### src/rtl/class_vote_accumulator_pkg.sv
// Shared types and default sizing for the class vote accumulator.
// Holds the FSM state encoding and the per-image geometry defaults.
package class_vote_accumulator_pkg;

  localparam int DEFAULT_NUM_OUTPUT_CLASSES = 10;
  localparam int DEFAULT_NUM_WINDOWS        = 8325;

  typedef enum logic [1:0] {
    IDLE    = 2'd0,
    COLLECT = 2'd1,
    SCAN    = 2'd2,
    DONE    = 2'd3
  } vote_state_t;

endpackage

### src/rtl/class_vote_accumulator_scan.sv
// Sequential argmax over the vote counters, one class per enabled cycle.
// A class replaces the current best only on a strictly greater count, so ties keep the lowest index.
module vote_argmax_scan
  import class_vote_accumulator_pkg::*;
#(
  parameter int IDX_WIDTH  = 4,
  parameter int VOTE_WIDTH = 14
) (
  input  logic                  clk,
  input  logic                  rst,
  input  logic                  clear,
  input  logic                  en,
  input  logic [IDX_WIDTH-1:0]  idx,
  input  logic [VOTE_WIDTH-1:0] vote,
  output logic [IDX_WIDTH-1:0]  best_idx,
  output logic [VOTE_WIDTH-1:0] best_votes,
  output logic                  any_nonzero
);

  always_ff @(posedge clk or negedge rst) begin
    if (!rst) begin
      best_idx    <= '0;
      best_votes  <= '0;
      any_nonzero <= 1'b0;
    end else if (clear) begin
      best_idx    <= '0;
      best_votes  <= '0;
      any_nonzero <= 1'b0;
    end else if (en) begin
      if (vote > best_votes) begin
        best_idx   <= idx;
        best_votes <= vote;
      end
      if (vote != '0) begin
        any_nonzero <= 1'b1;
      end
    end
  end

endmodule

### src/rtl/class_vote_accumulator.sv
// Per-image vote accumulator: counts saturating class votes over every window position,
// requests the next window from the core, then reports the argmax class once per image.
module class_vote_accumulator
  import class_vote_accumulator_pkg::*;
#(
  parameter int NUM_OUTPUT_CLASSES = DEFAULT_NUM_OUTPUT_CLASSES,
  parameter int NUM_WINDOWS        = DEFAULT_NUM_WINDOWS,
  parameter int VOTE_WIDTH         = $clog2(NUM_WINDOWS + 1),
  parameter int CLASS_IDX_WIDTH    = $clog2(NUM_OUTPUT_CLASSES)
) (
  input  logic                          clk,
  input  logic                          rst,
  input  logic                          start,
  input  logic [NUM_OUTPUT_CLASSES-1:0] result_in,
  input  logic                          result_valid,
  output logic                          slide,
  output logic                          busy,
  output logic [CLASS_IDX_WIDTH-1:0]    class_out,
  output logic [VOTE_WIDTH-1:0]         class_votes,
  output logic                          no_vote,
  output logic                          class_valid
);

  localparam int WIN_WIDTH = $clog2(NUM_WINDOWS + 1);
  localparam logic [WIN_WIDTH-1:0]       LAST_WIN = WIN_WIDTH'(NUM_WINDOWS - 1);
  localparam logic [CLASS_IDX_WIDTH-1:0] LAST_IDX = CLASS_IDX_WIDTH'(NUM_OUTPUT_CLASSES - 1);

  vote_state_t                state;
  logic [WIN_WIDTH-1:0]       win_cnt;
  logic [VOTE_WIDTH-1:0]      vote [NUM_OUTPUT_CLASSES];
  logic [CLASS_IDX_WIDTH-1:0] scan_idx;
  logic                       report;
  logic [VOTE_WIDTH-1:0]      scan_vote;
  logic                       scan_en;
  logic [CLASS_IDX_WIDTH-1:0] best_idx;
  logic [VOTE_WIDTH-1:0]      best_votes;
  logic                       any_nonzero;
  logic                       collect_hit;

  assign busy        = (state == COLLECT) || (state == SCAN);
  assign scan_en     = (state == SCAN) && !start;
  assign scan_vote   = vote[scan_idx];
  assign collect_hit = (state == COLLECT) && result_valid && !start;

  // Counters stick at all-ones; start always wins over a same-cycle result.
  always_ff @(posedge clk or negedge rst) begin
    if (!rst) begin
      for (int i = 0; i < NUM_OUTPUT_CLASSES; i++) begin
        vote[i] <= '0;
      end
    end else if (start) begin
      for (int i = 0; i < NUM_OUTPUT_CLASSES; i++) begin
        vote[i] <= '0;
      end
    end else if (collect_hit) begin
      for (int i = 0; i < NUM_OUTPUT_CLASSES; i++) begin
        if (result_in[i] && (vote[i] != '1)) begin
          vote[i] <= vote[i] + VOTE_WIDTH'(1);
        end
      end
    end
  end

  always_ff @(posedge clk or negedge rst) begin
    if (!rst) begin
      state       <= IDLE;
      win_cnt     <= '0;
      scan_idx    <= '0;
      report      <= 1'b0;
      slide       <= 1'b0;
      class_valid <= 1'b0;
      class_out   <= '0;
      class_votes <= '0;
      no_vote     <= 1'b0;
    end else begin
      slide       <= 1'b0;
      class_valid <= 1'b0;
      report      <= 1'b0;
      if (start) begin
        state       <= COLLECT;
        win_cnt     <= '0;
        scan_idx    <= '0;
        slide       <= 1'b1;
        class_out   <= '0;
        class_votes <= '0;
        no_vote     <= 1'b0;
      end else begin
        case (state)
          COLLECT: begin
            if (result_valid) begin
              win_cnt <= win_cnt + WIN_WIDTH'(1);
              if (win_cnt == LAST_WIN) begin
                state    <= SCAN;
                scan_idx <= '0;
              end else begin
                slide <= 1'b1;
              end
            end
          end
          SCAN: begin
            if (scan_idx == LAST_IDX) begin
              state  <= DONE;
              report <= 1'b1;
            end else begin
              scan_idx <= scan_idx + CLASS_IDX_WIDTH'(1);
            end
          end
          // The argmax registers settle on the last scan edge, so publish one cycle later.
          DONE: begin
            if (report) begin
              class_valid <= 1'b1;
              class_out   <= best_idx;
              class_votes <= best_votes;
              no_vote     <= ~any_nonzero;
            end
          end
          default: begin
            state <= IDLE;
          end
        endcase
      end
    end
  end

  vote_argmax_scan #(
    .IDX_WIDTH  (CLASS_IDX_WIDTH),
    .VOTE_WIDTH (VOTE_WIDTH)
  ) u_argmax (
    .clk         (clk),
    .rst         (rst),
    .clear       (start),
    .en          (scan_en),
    .idx         (scan_idx),
    .vote        (scan_vote),
    .best_idx    (best_idx),
    .best_votes  (best_votes),
    .any_nonzero (any_nonzero)
  );

endmodule

### config.mk
export PLATFORM = sky130hd
export DESIGN_NAME = class_vote_accumulator
export DESIGN_NICKNAME = d
export VERILOG_FILES = /design/src/rtl/class_vote_accumulator_pkg.sv /design/src/rtl/class_vote_accumulator_scan.sv /design/src/rtl/class_vote_accumulator.sv
export SDC_FILE = /design/constraint.sdc
export NUM_CORES = 1
export LEC_CHECK = 0
export ABC_CLOCK_PERIOD_IN_PS = 3200
export CAP_MARGIN = 30
export CORE_ASPECT_RATIO = 1.75
export CORE_MARGIN = 3
export CORE_UTILIZATION = 35
export DETAILED_ROUTE_END_ITERATION = 16
export GPL_ROUTABILITY_DRIVEN = 0
export PLACE_DENSITY_LB_ADDON = 0.2
export REMOVE_ABC_BUFFERS = 1
export SLEW_MARGIN = 10
export SYNTH_ARGS = -nofsm -noshare
export SYNTH_HDL_FRONTEND = slang
export SYNTH_SLANG_ARGS = --single-unit
### constraint.sdc
create_clock -name clk -period 3.2 [get_ports clk]
set_input_delay 0.48 -clock clk [delete_from_list [all_inputs] [get_ports clk]]
set_output_delay 0.48 -clock clk [all_outputs]
set_load 0.02 [all_outputs]
# Yosys cells after proc, flatten, opt, wreduce, memory -nomap -nowiden
# Index checks and enable logic that the tools add are counted.
dict set report word_totals {
  ff_bits 201
  output_inout_bits 22
  word_cells 165
  input_bits 14
}
dict set report classes {
  n_lt_le_gt_ge 2
  bitwise 2
  reduce_logical 51
  n_addsub 12
  eq_ne 20
  muxes 56
}
# operator count
set op_table {}
lappend op_table {{14-bit two-way mux} 21}
lappend op_table {{140-bit two-way mux} 2}
lappend op_table {{14-bit by 1-bit adder with 14-bit output, second input constant} 11}
lappend op_table {{14-bit != test, second input constant} 10}
lappend op_table {{14-bit binary-select mux with 4-bit select} 1}
lappend op_table {{4-bit two-way mux} 10}
lappend op_table {{2-bit nonzero test} 18}
lappend op_table {{2-bit AND reduction} 14}
lappend op_table {{1-bit two-way mux} 16}
lappend op_table {{14-bit == test, second input constant} 1}
lappend op_table {{14-bit > comparator} 1}
lappend op_table {{14-bit nonzero test} 1}
lappend op_table {{1-bit logical AND} 13}
lappend op_table {{2-bit two-way mux} 4}
lappend op_table {{4-bit case mux with 2 select lines} 1}
lappend op_table {{4-bit AND reduction} 2}
lappend op_table {{3-bit by 2-bit != test with 1-bit output, second input constant} 2}
lappend op_table {{3-bit != test, second input constant} 2}
lappend op_table {{2-bit case mux with 3 select lines} 1}
lappend op_table {{5-bit >= comparator, second input constant} 1}
lappend op_table {{4-bit NOT with 5-bit output} 1}
lappend op_table {{4-bit by 1-bit adder with 4-bit output, second input constant} 1}
lappend op_table {{2-bit == test, second input constant} 2}
lappend op_table {{4-bit == test, second input constant} 1}
lappend op_table {{6 further kinds} 6}

# Longest topological paths before layout
dict set report logic_depth {
  word_depth 8
  ltp_mapped 16
  mapped_depth_nobuf 11
}

# Hierarchy
# A second synthesis with hierarchy kept.
dict set report hier_totals {
  hier_cells 1208
  hier_area_um2 11762.5
}
# mod area_per_inst_um2 n_inst cells_per_inst seq_area_each_um2
set by_module_without_submodules {}
lappend by_module_without_submodules {class_vote_accumulator 10442.5 1 1072 4554.4}
lappend by_module_without_submodules {vote_argmax_scan 1320.0 1 136 475.5}

# Least setup slack after synthesis
# No wires, ideal clock.
dict set report synth_path {
  path_type {register -> register}
  from {register scan_idx[0]}
  to {register u_argmax.best_votes[10]}
  path_buffers 4
  t_required_ns 3.075
  period_less_slack_ns 3.160
  setup_ns 0.125
  path_stages_with_launch 16
  arrival_time_ns 3.036
  slack_ns 0.040
  path_cell_list {dfrtp_1 > buf_6 > buf_12 > mux4_1 > nor2_1 > o31a_1 > inv_1 > ha_1 > nor2b_1 > o21a_1 > o211ai_1 > a21oi_1 > o221a_2 > buf_2 > buf_6 > mux2_2}
}
dict set report synth_between {
  elab_chain_len 7
  word_cells_on_any_way 10
  classes_between {1 x order compare; 6 x mux; 1 x bitwise; 2 x reduce/logical}
}
# element line
set synth_lines {}
lappend synth_lines {{from (decl)} class_vote_accumulator.sv:31} ;# logic [CLASS_IDX_WIDTH-1:0] scan_idx;
lappend synth_lines {{from (signal assigned)} class_vote_accumulator.sv:105} ;# scan_idx <= scan_idx + CLASS_IDX_WIDTH'(1);
lappend synth_lines {{4-bit NOT with 5-bit output (implied by the code) *} class_vote_accumulator.sv:42} ;# assign scan_vote = vote[scan_idx];
lappend synth_lines {{14-bit binary-select mux with 4-bit select *} class_vote_accumulator.sv:42}
lappend synth_lines {{14-bit two-way mux (implied by the code) * (2 in series)} class_vote_accumulator.sv:42}
lappend synth_lines {{14-bit > comparator or 14-bit two-way mux (tied branches)} class_vote_accumulator_scan.sv:30} ;# if (vote > best_votes) begin
lappend synth_lines {{2-bit nonzero test (no source line) or 14-bit two-way mux (tied branches)} -}
lappend synth_lines {{2-bit AND reduction (no source line) or 14-bit two-way mux (tied branches)} -}
lappend synth_lines {{to (signal assigned)} class_vote_accumulator_scan.sv:32} ;# best_votes <= vote;
lappend synth_lines {{to (decl)} class_vote_accumulator_scan.sv:16} ;# output logic [VOTE_WIDTH-1:0] best_votes,
# Every way passes the cells marked *; elsewhere a longest branch is shown, timed or not. The select of a mux whose other input is x is not followed.
# A chain may end at the register's enable or synchronous reset.

# Worst setup path after layout
dict set report layout_path {
  from {register scan_idx[0]}
  to {register u_argmax.best_votes[6]}
}
# Same word-level chain as after synthesis.

==> results.md <==
- The post-synthesis register bit count is 201.
- The synthesized design spends more area on one cell type than any other, namely sky130_fd_sc_hd__dfrtp_1.
- The sort of element at the end of the critical path is a flip-flop.
- The share of total power dissipated in the clock network is 0.425.
- The initial utilization of the core area, before any placement, comes to 0.359.
- In this run the standard cell core region covers 31700 um2.
- The portion of the post-synthesis area used by sequential elements is 0.442.
- The signal on the critical path passes through buf_6, buf_12, clkbuf_16, buf_4, mux2_4, o22ai_4, o31a_1, ha_2, nor2b_1, o21a_1, o211ai_1, a21oi_4, o221a_4, mux2_4.
- In this run the horizontal extent of the chip is 142 um.
- For this design, the sink count on the clock tree is 201.
- Buffers placed on the I/O ports in this run total 35.
- The number of instances in the synthesized netlist is 1166.
- The longest individual stage delay on the worst path is 0.44 ns.
- The run finished, with violations left.
- The accumulated negative setup slack is -0.135 ns.
- The slowest stage of the critical path is the sky130_fd_sc_hd__dfrtp_2 cell.
- The met1 track demand over resource in global routing is 0.199.
- The number of hold buffers added after CTS was 0.
- After the first detailed-routing iteration, the DRC count stood at 346.
- The internal power of the cells totals 4510 uW.
- The commonest cells after synthesis are sky130_fd_sc_hd__dfrtp_1, sky130_fd_sc_hd__nor2_1, sky130_fd_sc_hd__xor2_1, sky130_fd_sc_hd__nand2_1, sky130_fd_sc_hd__mux2_2.
- The post-synthesis cell type count is 55.
- The floorplan row count is 86.
- Of the total power, combinational logic draws 0.142.
- The count of synthesis-stage warnings from yosys is 0.
- The met2 track demand over resource in global routing is 0.358.
- Each instance of the synthesized netlist takes up on average 9.77 um2.
- The number of ports placed on the die boundary is 36.
- After synthesis the cells add up to 11400 um2.
- In this run the number of H-tree levels came out at 1.
- After clock tree synthesis, the clock-pin slew on the worst setup and hold paths is 0.06 ns.
- The maximum clock skew at final layout is 0.0167 ns.
- Yosys mapped a number of flops with a built-in enable equal to 0.
- The post-route core utilization is 0.428.
- Dividing the detail-routed wire length by the instance count gives 19.9 um.
- The total global-route track usage is 0.188.
- The first global-routing pass estimated 51200 um of wire.
- For the worst setup path, the data arrival time is 3.62 ns.
- Of the total power, the share spent switching nets is 0.274.
- The number of antenna violations at the first check in global routing is 0.
- Of the total power, registers draw 0.433.
- The final count of pins violating max slew is 0.
- The highest clock frequency the design can meet is 310 MHz.
- The number of global-route vias before repair is 9066.
- Setup violations remaining at the end of the flow were counted as 7.
- The placement-stage worst setup slack is -0.0708 ns.
- Sorting the synthesized cells by area gives the leading types as sky130_fd_sc_hd__dfrtp_1, sky130_fd_sc_hd__xor2_1, sky130_fd_sc_hd__nor2_1, sky130_fd_sc_hd__mux2_2, sky130_fd_sc_hd__ha_1.
- The tool flagged a number of max-cap violations equal to 0.
- The die height is 245 um.
- In the synthesized netlist the dominant register cell turns out to be sky130_fd_sc_hd__dfrtp_1.
- The HPWL reported at the end of detailed placement is 24100 um.
- The type of the most critical hold path is in2async.
- For this block, the routed nets add up to 33000 um of wire.
- The number of clock buffers inserted by TritonCTS is 21.
- STA puts the critical path data required time at 3.60 ns.
- The cell repeated most along the worst path is sky130_fd_sc_hd__mux2_4.
- The pre-antenna-repair detailed-routing pass consisted of 4 iterations.
- The power density of the placed cells is 458 nW/um2.
- In the final layout, the share of cells above drive strength 1 is 0.176.
- The top cell type's share of synthesized area is 0.442.
- The die covers 34800 um2.
- In the global route stage, met3 resource usage came out at 0.0187.
- The overall overflow remaining after global route is 0.
- The worst IR drop on VDD is 429 uV.
- The worst setup path is launched from a flip-flop.
- The total count of hold-check failures in the final report came to 0.
- TritonCTS built the clock tree.
- The leakage component of the power is 0.00607 uW.
- The net switching power is 1700 uW.
- The clock root buffer is sky130_fd_sc_hd__clkbuf_16.
- Across all setup checks in the final design, the least slack found is -0.0216 ns.
- Counting flops with an async set or reset pin after synthesis yields a share of 1.00.
- The number of filler cells placed in the layout is 3112.
- The maximum number of pins on one net before global-route repair is 95.
- The number of nets in the final layout is 1293.
- The count of nets left with antenna violations after detail routing is 0.
- The worst setup path is of the reg2reg kind.
- The number of diodes is 0.
- The checks that failed: setup timing.
- The synthesis-to-layout area growth is 19.2%.
- In this run the tightest slew margin relative to its limit is 0.434.
- In this run the worst path has a maximum fanout of 8.
- For the pin with the worst max-slew slack, the measured transition is 0.849 ns.
- The mean number of vias per cell is 5.29.
- In this run the deepest clock path goes through 3 buffers.
- Among all cell types in the netlist, the one instantiated most often is sky130_fd_sc_hd__dfrtp_1.
- Counting I/O delays and the setup requirement, the final critical path takes 3.22 ns.
- Setup repair after global routing could not meet its margin everywhere.
- The number of remaining DRC errors is 0.
- The fraction of the cycle the final worst path needs is 1.01.
- The clock insertion delay at the later pin of the skew report is 0.53 ns.
- Across all layers, the routed design uses 8782 vias.
- The global routing stage identified its most utilized layer as met2.
## power groups by stage
stage / logic, uW / registers [uW] / clock network, uW
after floorplan: 425 / 2730 / 0
after global placement: 817 / 2740 / 0
after detailed placement: 818 / 2740 / 0
after CTS: 826 / 2700 / 2720
after global routing: 971 / 2700 / 2800
final: 882 / 2690 / 2640
## final cells by class
type | count | area (um2) | share of cell area
inverters | 52 | 195 | 0.0144
multi-input cells | 857 | 6040 | 0.445
clock buffers | 26 | 584 | 0.0430
repair buffers | 115 | 1080 | 0.0799
well taps | 396 | 495 | 0.0365
flip-flops and latches | 201 | 5030 | 0.371
clock inverters | 12 | 146 | 0.0108
## worst paths after layout
kind	cells after the start	slack (ns)	start	endpoint
max	14	-0.02	scan_idx[0]	u_argmax.best_votes[6]
min	1	0.02	rst	vote[30]
max reg2reg	14	-0.02	scan_idx[0]	u_argmax.best_votes[6]
min reg2reg	2	0.48	class_votes[1]	class_votes[1]
max in group asynchronous	2	2.31	rst	vote[74]
min in group clk	2	0.30	start	vote[107]
## metrics by stage
stage / hold slack, ns / instances / instance area (um2) / total power (uW)
2_1_floorplan: 0.184 / 1109 / 11100 / 3160
3_3_place_gp: 0.470 / 1607 / 12500 / 3560
3_5_place_dp: 0.476 / 1607 / 12500 / 3560
4_1_cts: 0.0689 / 1645 / 13200 / 6240
5_1_grt: 0.0927 / 1659 / 13600 / 6480
6_report: 0.0217 / 1659 / 13600 / 6220
## registers in the layout, indices dropped and copies added, names as in the netlist
register / cells
class_out: 4
class_valid: 1
class_votes: 14
no_vote: 1
report: 1
scan_idx: 4
slide: 1
state: 2
u_argmax.any_nonzero: 1
u_argmax.best_idx: 4
u_argmax.best_votes: 14
vote: 140
win_cnt: 14
## layout by cell type (no fill, tap or decap), types with 27 or more instances in the layout
| master | count |
|---|---|
| sky130_fd_sc_hd__o21ai_0 | 30 |
| sky130_fd_sc_hd__nand3_1 | 37 |
| sky130_fd_sc_hd__nor2_1 | 195 |
| sky130_fd_sc_hd__ha_1 | 27 |
| sky130_fd_sc_hd__mux2_2 | 47 |
| sky130_fd_sc_hd__dfrtp_1 | 199 |
| sky130_fd_sc_hd__xor2_1 | 95 |
| sky130_fd_sc_hd__xnor2_1 | 40 |
| sky130_fd_sc_hd__clkdlybuf4s50_1 | 33 |
| sky130_fd_sc_hd__buf_4 | 67 |
| sky130_fd_sc_hd__and3_1 | 37 |
| sky130_fd_sc_hd__nand4_1 | 48 |
| sky130_fd_sc_hd__inv_1 | 49 |
| sky130_fd_sc_hd__nand2_1 | 82 |
## worst max-delay path, delay by kind of cell (launching register included)
kind | cells | cell delay, ns
AO/OA/AOI/OAI | 6 | 1.23
multiplexers | 2 | 0.64
buffers and inverters | 4 | 0.56
flip-flops | 1 | 0.44
adder cells (fa/ha/maj) | 1 | 0.18
AND/OR/NAND/NOR | 1 | 0.04
## logic make-up after synthesis
logic type                 synth area share
DFF                                   0.442
buffers and inverters                0.0437
adders and majority gates            0.0341
AOI/OAI and AO/OA                    0.0782
and+or+nand+nor                       0.199
muxes                                0.0991
xor gates and xnor gates              0.104
## layer usage
metal	up-vias	share of wire
met5	-	0
met1	4342	0.36
met4	0	0.063
met2	132	0.55
li1	4215	-
met3	93	0.019
## timing repair
item                                    4_1_cts  5_1_grt
cloned                                        0        4
pin swaps                                     0       13
setup buffers                                 0        9
endpoints found under the setup margin       18       18
gates resized for setup                       1       42
(Power assumes the default switching activity.)
